===== src/rtl/icap_feed_if.sv =====
// rtl/icap_feed_if.sv - bitstream stream bundle between DMA, icap_feed and the ICAP controller stage
interface icap_feed_if;
  logic [31:0] S_AXIS_TDATA;
  logic        S_AXIS_TVALID;
  logic        S_AXIS_TLAST;
  logic        S_AXIS_TREADY;
  logic [31:0] M_AXIS_TDATA;
  logic        M_AXIS_TVALID;
  logic        M_AXIS_TLAST;
  logic        M_AXIS_TREADY;

  modport slave (
    input  S_AXIS_TDATA, S_AXIS_TVALID, S_AXIS_TLAST, M_AXIS_TREADY,
    output S_AXIS_TREADY, M_AXIS_TDATA, M_AXIS_TVALID, M_AXIS_TLAST
  );

  modport master (
    output S_AXIS_TDATA, S_AXIS_TVALID, S_AXIS_TLAST, M_AXIS_TREADY,
    input  S_AXIS_TREADY, M_AXIS_TDATA, M_AXIS_TVALID, M_AXIS_TLAST
  );
endinterface


===== src/rtl/icap_feed.sv =====
// rtl/icap_feed.sv - packet FIFO feeding the ICAP stage; optional sync-word check under ICAP_FEED_SYNC_CHECK_EN
module icap_feed #(
  parameter int ADDR_W      = 4,
  parameter int SYNC_WINDOW = 16
) (
  input  logic        ACLK,
  input  logic        ARESETN,
  icap_feed_if.slave  axis,
  output logic        BUSY,
  output logic        DONE,
  output logic [31:0] WORD_CNT,
  output logic        SYNC_ERR
);
  localparam int DEPTH = 1 << ADDR_W;

  typedef enum logic [1:0] {S_IDLE, S_STREAM, S_DRAIN, S_DONE} state_t;

  state_t            state;
  logic [32:0]       mem [DEPTH];
  logic [ADDR_W:0]   wr_ptr;
  logic [ADDR_W:0]   rd_ptr;
  logic [32:0]       head;
  logic              empty;
  logic              full;
  logic              push;
  logic              pop;
  logic              rdy_en;
  logic              pkt_start;

  // Extra pointer MSB distinguishes full from empty when the index bits match.
  assign empty = (wr_ptr == rd_ptr);
  assign full  = (wr_ptr[ADDR_W] != rd_ptr[ADDR_W]) &&
                 (wr_ptr[ADDR_W-1:0] == rd_ptr[ADDR_W-1:0]);
  assign head  = mem[rd_ptr[ADDR_W-1:0]];

  // Intake closes once the packet's last word is in, and stays shut until DONE has passed.
  assign axis.S_AXIS_TREADY = rdy_en && !full && (state == S_IDLE || state == S_STREAM);
  assign push      = axis.S_AXIS_TVALID && axis.S_AXIS_TREADY;
  assign pop       = !empty && axis.M_AXIS_TREADY;
  assign pkt_start = (state == S_IDLE) && push;

  // Head is masked while empty so the output bus reads zero out of reset.
  assign axis.M_AXIS_TVALID = !empty;
  assign axis.M_AXIS_TDATA  = empty ? 32'h0 : head[31:0];
  assign axis.M_AXIS_TLAST  = !empty && head[32];

  // Storage array: written on every accepted word, no reset needed since pointers gate reads.
  always_ff @(posedge ACLK) begin
    if (push) mem[wr_ptr[ADDR_W-1:0]] <= {axis.S_AXIS_TLAST, axis.S_AXIS_TDATA};
  end

  // Pointer update; reset empties the FIFO and drops any partial packet.
  always_ff @(posedge ACLK or negedge ARESETN) begin
    if (!ARESETN) begin
      wr_ptr <= '0;
      rd_ptr <= '0;
    end else begin
      if (push) wr_ptr <= wr_ptr + 1'b1;
      if (pop)  rd_ptr <= rd_ptr + 1'b1;
    end
  end

  // Holds intake off until the first clock edge after reset release.
  always_ff @(posedge ACLK or negedge ARESETN) begin
    if (!ARESETN) rdy_en <= 1'b0;
    else          rdy_en <= 1'b1;
  end

  // Packet sequencer with registered BUSY/DONE.
  always_ff @(posedge ACLK or negedge ARESETN) begin
    if (!ARESETN) begin
      state <= S_IDLE;
      BUSY  <= 1'b0;
      DONE  <= 1'b0;
    end else begin
      case (state)
        S_IDLE: begin
          if (push) begin
            state <= axis.S_AXIS_TLAST ? S_DRAIN : S_STREAM;
            BUSY  <= 1'b1;
          end
        end
        S_STREAM: begin
          if (push && axis.S_AXIS_TLAST) state <= S_DRAIN;
        end
        S_DRAIN: begin
          if (pop && head[32]) begin
            state <= S_DONE;
            BUSY  <= 1'b0;
            DONE  <= 1'b1;
          end
        end
        S_DONE: begin
          state <= S_IDLE;
          DONE  <= 1'b0;
        end
        default: begin
          state <= S_IDLE;
          BUSY  <= 1'b0;
          DONE  <= 1'b0;
        end
      endcase
    end
  end

  // Output word counter: cleared by a new packet, free-running wrap otherwise.
  always_ff @(posedge ACLK or negedge ARESETN) begin
    if (!ARESETN)       WORD_CNT <= 32'h0;
    else if (pkt_start) WORD_CNT <= 32'h0;
    else if (pop)       WORD_CNT <= WORD_CNT + 32'h1;
  end

`ifdef ICAP_FEED_SYNC_CHECK_EN
  localparam logic [31:0] SYNC_WORD = 32'hAA995566;
  localparam int          SW_W      = $clog2(SYNC_WINDOW + 1);

  logic [SW_W-1:0] win_cnt;
  logic            sync_seen;
  logic            in_win;
  logic            hit;

  assign in_win = (win_cnt < SW_W'(SYNC_WINDOW));
  assign hit    = (head[31:0] == SYNC_WORD);

  // Watches the first SYNC_WINDOW output words; flags when the window (or a shorter packet) ends without a sync word.
  always_ff @(posedge ACLK or negedge ARESETN) begin
    if (!ARESETN) begin
      win_cnt   <= '0;
      sync_seen <= 1'b0;
      SYNC_ERR  <= 1'b0;
    end else if (pkt_start) begin
      win_cnt   <= '0;
      sync_seen <= 1'b0;
      SYNC_ERR  <= 1'b0;
    end else if (pop && in_win) begin
      win_cnt <= win_cnt + 1'b1;
      if (hit) sync_seen <= 1'b1;
      else if (!sync_seen && (win_cnt == SW_W'(SYNC_WINDOW - 1) || head[32])) SYNC_ERR <= 1'b1;
    end
  end
`else
  logic unused_sync_window;
  assign unused_sync_window = SYNC_WINDOW[0];
  assign SYNC_ERR = 1'b0;
`endif
endmodule


===== src/flat_wrapper.sv =====
// flat-port wrapper written by rule: the top's interface ports become plain ports
module icap_feed_flat 
#(
  parameter int ADDR_W      = 4,
  parameter int SYNC_WINDOW = 16
)
  (ACLK, ARESETN, BUSY, DONE, WORD_CNT, SYNC_ERR, axis_S_AXIS_TDATA, axis_S_AXIS_TVALID, axis_S_AXIS_TLAST, axis_M_AXIS_TREADY, axis_S_AXIS_TREADY, axis_M_AXIS_TDATA, axis_M_AXIS_TVALID, axis_M_AXIS_TLAST);
  icap_feed_if axis_i ();
  input  logic ACLK;
  input  logic ARESETN;
  output logic BUSY;
  output logic DONE;
  output logic [31:0] WORD_CNT;
  output logic SYNC_ERR;
  input wire logic [$bits(axis_i.S_AXIS_TDATA)-1:0] axis_S_AXIS_TDATA;
  input wire logic [$bits(axis_i.S_AXIS_TVALID)-1:0] axis_S_AXIS_TVALID;
  input wire logic [$bits(axis_i.S_AXIS_TLAST)-1:0] axis_S_AXIS_TLAST;
  input wire logic [$bits(axis_i.M_AXIS_TREADY)-1:0] axis_M_AXIS_TREADY;
  output wire logic [$bits(axis_i.S_AXIS_TREADY)-1:0] axis_S_AXIS_TREADY;
  output wire logic [$bits(axis_i.M_AXIS_TDATA)-1:0] axis_M_AXIS_TDATA;
  output wire logic [$bits(axis_i.M_AXIS_TVALID)-1:0] axis_M_AXIS_TVALID;
  output wire logic [$bits(axis_i.M_AXIS_TLAST)-1:0] axis_M_AXIS_TLAST;
  assign axis_i.S_AXIS_TDATA = axis_S_AXIS_TDATA;
  assign axis_i.S_AXIS_TVALID = axis_S_AXIS_TVALID;
  assign axis_i.S_AXIS_TLAST = axis_S_AXIS_TLAST;
  assign axis_i.M_AXIS_TREADY = axis_M_AXIS_TREADY;
  assign axis_S_AXIS_TREADY = axis_i.S_AXIS_TREADY;
  assign axis_M_AXIS_TDATA = axis_i.M_AXIS_TDATA;
  assign axis_M_AXIS_TVALID = axis_i.M_AXIS_TVALID;
  assign axis_M_AXIS_TLAST = axis_i.M_AXIS_TLAST;
  icap_feed #(.ADDR_W(ADDR_W), .SYNC_WINDOW(SYNC_WINDOW)) u_core (.ACLK(ACLK), .ARESETN(ARESETN), .axis(axis_i), .BUSY(BUSY), .DONE(DONE), .WORD_CNT(WORD_CNT), .SYNC_ERR(SYNC_ERR));
endmodule

===== config.mk =====
export PLATFORM = sky130hd
export DESIGN_NAME = icap_feed_flat
export DESIGN_NICKNAME = d
export VERILOG_FILES = /design/src/rtl/icap_feed_if.sv /design/src/rtl/icap_feed.sv /design/src/flat_wrapper.sv
export SDC_FILE = /design/constraint.sdc
export NUM_CORES = 1
export LEC_CHECK = 0
export CELL_PAD_IN_SITES_DETAIL_PLACEMENT = 1
export CELL_PAD_IN_SITES_GLOBAL_PLACEMENT = 1
export CORE_MARGIN = 4
export CORE_UTILIZATION = 57
export CTS_CLUSTER_SIZE = 25
export DETAILED_ROUTE_END_ITERATION = 8
export GPL_TIMING_DRIVEN = 0
export PLACE_DENSITY_LB_ADDON = 0.1
export REMOVE_ABC_BUFFERS = 1
export SETUP_SLACK_MARGIN = 0.4
export SLEW_MARGIN = 20
export SYNTH_ARGS = -nofsm -noshare
export SYNTH_HDL_FRONTEND = slang
export SYNTH_SLANG_ARGS = --single-unit

===== constraint.sdc =====
create_clock -name ACLK -period 13.4 [get_ports ACLK]
set_input_delay 2.68 -clock ACLK [delete_from_list [all_inputs] [get_ports ACLK]]
set_output_delay 2.68 -clock ACLK [all_outputs]
set_load 0.005 [all_outputs]

---- After elaboration in Yosys (flattened, before gate mapping) ----
Memory sizes are Yosys's and may differ from the RTL's.
Index checks and enable logic that the tools add are counted.
storage, ports and cells
  flip-flop bits (word level) ............. 47
  RAM bits ................................ 528
  input port bits ......................... 37
  memories kept ........................... 1
memory list
  name        words  width  rd ports  clocked after Yosys merged registers in  write ports  RTL line         source
  u_core.mem  16     33     1         0                                        1            icap_feed.sv:19  logic [32:0] mem [DEPTH];
operators by class
  add/subtract/negate cells ............... 3
  eq/ne operators ......................... 9
  mux-type cells .......................... 15
  reductions and logical operators ........ 19
operator list
  kind                                                                     number
  32-bit 2-to-1 mux                                                        3
  32-bit by 1-bit adder with 32-bit output, second input constant          1
  5-bit by 1-bit adder with 5-bit output, second input constant            2
  1-bit logical AND                                                        9
  2-bit 2-to-1 mux                                                         4
  2-bit one-hot mux with 4 select lines                                    1
  3-bit AND reduction                                                      2
  2-bit nonzero test                                                       3
  5-bit == test                                                            1
  1-bit 2-to-1 mux                                                         5
  2-bit == test, second input constant                                     2
  4-bit == test                                                            1
  2-bit by 1-bit inequality test with 1-bit output, second input constant  2
  1-bit one-hot mux with 2 select lines                                    2
  2-bit by 1-bit == test with 1-bit output, second input constant          1
  1-bit zero test                                                          2
  2-bit zero test                                                          1
  2-bit inequality test, second input constant                             1
  2-bit AND reduction                                                      1
  1-bit logical OR                                                         1
  1-bit inequality test                                                    1

---- Logic depth before layout (Yosys ltp) ----
  depth in word-level cells ............... 9
  gate-level depth with buffers ........... 9

---- Worst setup path after synthesis ----
OpenSTA, ideal clock, no wires.
  path type ............................... input -> register
  start ................................... in axis_S_AXIS_TVALID
  end ..................................... mem u_core.mem[3][0] (enable)
  library setup time ...................... 464 ps
  data arrival time ....................... 5705 ps
  path slack .............................. 7231 ps
  stages on the path ...................... 4
  buffers on the path ..................... 1
  cell sequence ........................... nor3b_1 > clkbuf_1 > nand2_1 > nor3_1
on the way
  cells in the longest elaborated chain, start to end .. 3
ends and longest elaborated chain
  item                                    RTL line            source
  start, declared                         flat_wrapper.sv:16  input wire logic [$bits(axis_i.S_AXIS_TVALID)-1:0] axis_S_AXIS_TVALID;
  1-bit logical AND                       icap_feed.sv:38     assign push = axis.S_AXIS_TVALID && axis.S_AXIS_TREADY;
  1-bit 2-to-1 mux                        icap_feed.sv:49     if (push) mem[wr_ptr[ADDR_W-1:0]] <= {axis.S_AXIS_TLAST, axis.S_AXIS_TDATA};
  1-bit 2-to-1 mux (not written as such)  icap_feed.sv:49
  end, declared                           icap_feed.sv:19
No other way between the ends.

---- Final worst setup path ----
  start ................................... reg u_core.rd_ptr[0]
  end ..................................... out axis_M_AXIS_TDATA[8]
on the way
  cells in the longest elaborated chain, start to end .. 2
  elaborated cells between the ends (all ways) .. 3
ends and longest elaborated chain
  item                                                             RTL line            source
  start, declared                                                  icap_feed.sv:21     logic [ADDR_W:0] rd_ptr;
  start signal, assigned                                           icap_feed.sv:59     if (pop) rd_ptr <= rd_ptr + 1'b1;
  memory read 16 x 33 bit / 5-bit == test (equally long branches)  --
  32-bit 2-to-1 mux *                                              icap_feed.sv:44     assign axis.M_AXIS_TDATA = empty ? 32'h0 : head[31:0];
  end, declared                                                    flat_wrapper.sv:20  output wire logic [$bits(axis_i.M_AXIS_TDATA)-1:0] axis_M_AXIS_TDATA;
Mark *: on every way between the ends. The rest lies on a longest branch, timed or not.

==> run_results.csv <==
group,metric,value,unit
yosys,synthFlopType,"edfxtp_1",
routing,wl_per_cell,30.1,µm
clock_tree,cts_max_level,2,
yosys,ys_seq_elements,575,
global_route,antenna_found_initial,3,
placement,place.port_buffers,105,
final_layout,n_fill_cell,3084,
run_status,status,"complete, no violations",
timing,rsz0062_at_grt,"no",
timing,hold_violations,0,
setup_path,cpPeakStageDelay,0.72,ns
clock_tree,postCtsSetupBuffers,0,
timing,layout_min_cycle_time,6.38,ns
placement,dp_hpwl,32600,µm
global_route,grt_pass1_wl,81000,µm
yosys,synth-edff-count,528,
yosys,syn_area_per_cell,21.5,µm²
placement,placed_cells,1682,
clock_tree,cts_resized,0,
timing,slew_viol_final,0,
timing,fmax,157,MHz
setup_path,ff2ff_path_depth,10,
routing,post_drt_via_cell_ratio,6.25,
routing,drt-pass1-iter-count,5,
yosys,ys_top_cells_by_area,"edfxtp_1 70%, mux4_2 16%, dfrtp_1 5.2%",
timing,finalSetupTns,0,ns
clock_tree,path_clk_slew,0.06,ns
setup_path,crit_arrival,3.70,ns
min_path,hold_end,"u_core.BUSY",
timing,timing.final.ws_setup,7.02,ns
setup_path,crit_cells,6,
setup_path,cp-end-kind,"output port",
yosys,syn_area,0.0226,mm²
setup_path,path_delay_family,"buffers and inverters",
setup_path,cp.buffers_inverters,3,
routing,vias,11200,
clock_tree,ctsHoldBuffers,0,
floorplan,die_area,0.0429,mm²
floorplan,io_pins,107,
timing,worst_pin_slew,0.853,ns
yosys,ys_types,45,
setup_path,cp_slowest_cell,"dfrtp_4",
min_path,hold_class,"flop to flop",
final_layout,utilization,69.4,%
placement,detailedPlace.worstSlack,7.65,ns
yosys,seq_area_frac_synth,75.4,%
yosys,synth_most_common_cell,"edfxtp_1",
clock_tree,root_buffer,"clkbuf_16",
routing,antenna_left,0,
min_path,min-delay-start,"u_core.BUSY",
setup_path,ff2ff_setup_slack,9.57,ns
timing,clock-skew-final,0.0283,ns
global_route,track_usage,25.5,%
final_layout,instances_no_fill,1791,
routing,drc_errors,0,
yosys,synthTopCellsByCount,"528 x edfxtp_1, 164 x mux4_2, 47 x dfrtp_1, 43 x nor2_1, 34 x and2_1",
placement,gp_congestion,0.764,
timing,whs,0.520,ns
clock_tree,tritoncts,"built",
pwr,leakage,8.73,nW
clock_tree,tritoncts.num_buffers,57,
floorplan,die_w,207,µm
setup_path,rr_endpoint,"u_core.mem[3][3]",
yosys,yosys_warnings,0,
yosys,synth_top_area_share,70.2,%
floorplan,core,0.0389,mm²
setup_path,worstSetupPathType,"flop to output port",
min_path,whs_path_depth,1,
pwr,power,5.27,mW
timing,maxSlewHeadroom,42.7,%
yosys,yosysTopAreaCell,"edfxtp_1",
job,drv_cap,0,
setup_path,crit_chain,"buf_16, buf_16, mux4_2, mux4_2, and2_1, clkdlybuf4s50_1",
clock_tree,cts_buffer_depth,3,
final_layout,final_nets,1270,
final_layout,area_delta_synth_final,19.7,%
global_route,grt_pass1_vias,12000,
pwr,peakVddDrop,0.136,mV
timing,finalCritPeriodShare,47.6,%
clock_tree,numClockSinks,575,
final_layout,drive_gt1_share,26.6,%
pwr,powerDensity,195,mW/mm²
global_route,grt_overflow,0,
floorplan,die_y,207,µm
floorplan,num_rows,72,
setup_path,start_kind,"flop",
setup_path,r2r-start,"u_core.rd_ptr[1]",
setup_path,crit_path_max_fanout,32,
clock_tree,clkLatencyLatePin,0.62,ns
routing,wirelength,53800,µm
yosys,ys_async_sr_fraction,8.17,%
yosys,syn-instance-count,1052,
final_layout,finalInstanceArea,0.0270,mm²
placement,dpl_cell_area,0.0252,mm²
floorplan,initial_utilization,58.0,%
setup_path,cp.required,10.72,ns
routing,drt_iter0_drc,1096,
timing,finalSetupViolations,0,
global_route,grt_max_degree,48,
worst max-delay path by stage:
stage / endpoint / start / slack [ns]
2_1_floorplan: u_core.mem[3][0] / u_core.rd_ptr[0] / 3.81
4_1_cts: axis_M_AXIS_TDATA[8] / u_core.rd_ptr[0] / 6.94
3_3_place_gp: u_core.mem[0][25] / u_core.rd_ptr[0] / -2.59
6_report: axis_M_AXIS_TDATA[8] / u_core.rd_ptr[0] / 7.02
3_5_place_dp: axis_M_AXIS_TDATA[8] / u_core.rd_ptr[0] / 7.65
5_1_grt: axis_M_AXIS_TDATA[8] / u_core.rd_ptr[0] / 6.83
routing by layer:
metal  wire, µm  GRT usage (%)  part of all wire (%)  vias up
met2      28000           42.7                    52      403
met4       1240           7.23                   2.3        2
met3       3220           4.60                   6.0       93
met5         13              0                 0.024        -
met1      21300           35.5                    40     6027
li1           -              -                     -     4671
placed cells by master (no fill, tap or decap), types with 20 or more instances in the layout:
cell,n
dfrtp_1,43
nor2_1,32
clkbuf_16,58
xnor2_1,31
clkdlybuf4s50_1,104
and2_1,34
buf_16,20
mux4_2,164
edfxtp_1,528
flip-flops by register name, indices dropped and copies added, names as in the netlist:
signal	cells
u_core.mem	528
u_core.WORD_CNT	32
u_core.rd_ptr	5
u_core.wr_ptr	5
u_core.state	2
u_core.BUSY	1
u_core.DONE	1
u_core.rdy_en	1
worst register-to-register path, stage by stage, from the launching register on:
cell     delay (ns)
dfrtp_4        0.91
xnor2_1        0.23
nand4_1        0.25
nor2_1         0.13
nor3b_2        0.37
buf_4          0.26
nand2_1        0.25
nor3_2         0.52
buf_6          0.24
buf_4          0.18
buf_4          0.19
final cells by class:
class	instances	area, µm²	share of cell area, %
diodes	2	5.00	0.0185
clock buffers	74	1510	5.59
clock inverters	33	284	1.05
inverters	16	62.6	0.232
multi-input cells	410	5390	20.0
flip-flops and latches	575	17000	63.1
well taps	518	648	2.40
repair buffers	163	2070	7.65
where the power goes:
part / total [mW] / internal (mW) / switching, mW / leakage [nW]
Clock: 1.53 / 0.874 / 0.658 / 0.877
Combinational: 1.58 / 0.914 / 0.662 / 2.49
Sequential: 2.16 / 2.03 / 0.129 / 5.36
Total: 5.27 / 3.82 / 1.45 / 8.73
logic make-up after synthesis:
kind of cell	Yosys count	share of synthesized area, %
flops	575	75.4
mux	169	16.6
simple gates	158	3.75
buf+inv	67	1.24
xor+xnor	39	1.51
compound gates	32	0.870
fa+ha+maj	10	0.554
other cells	2	0.0333
No activity file was read; power rests on OpenSTA's default activity.
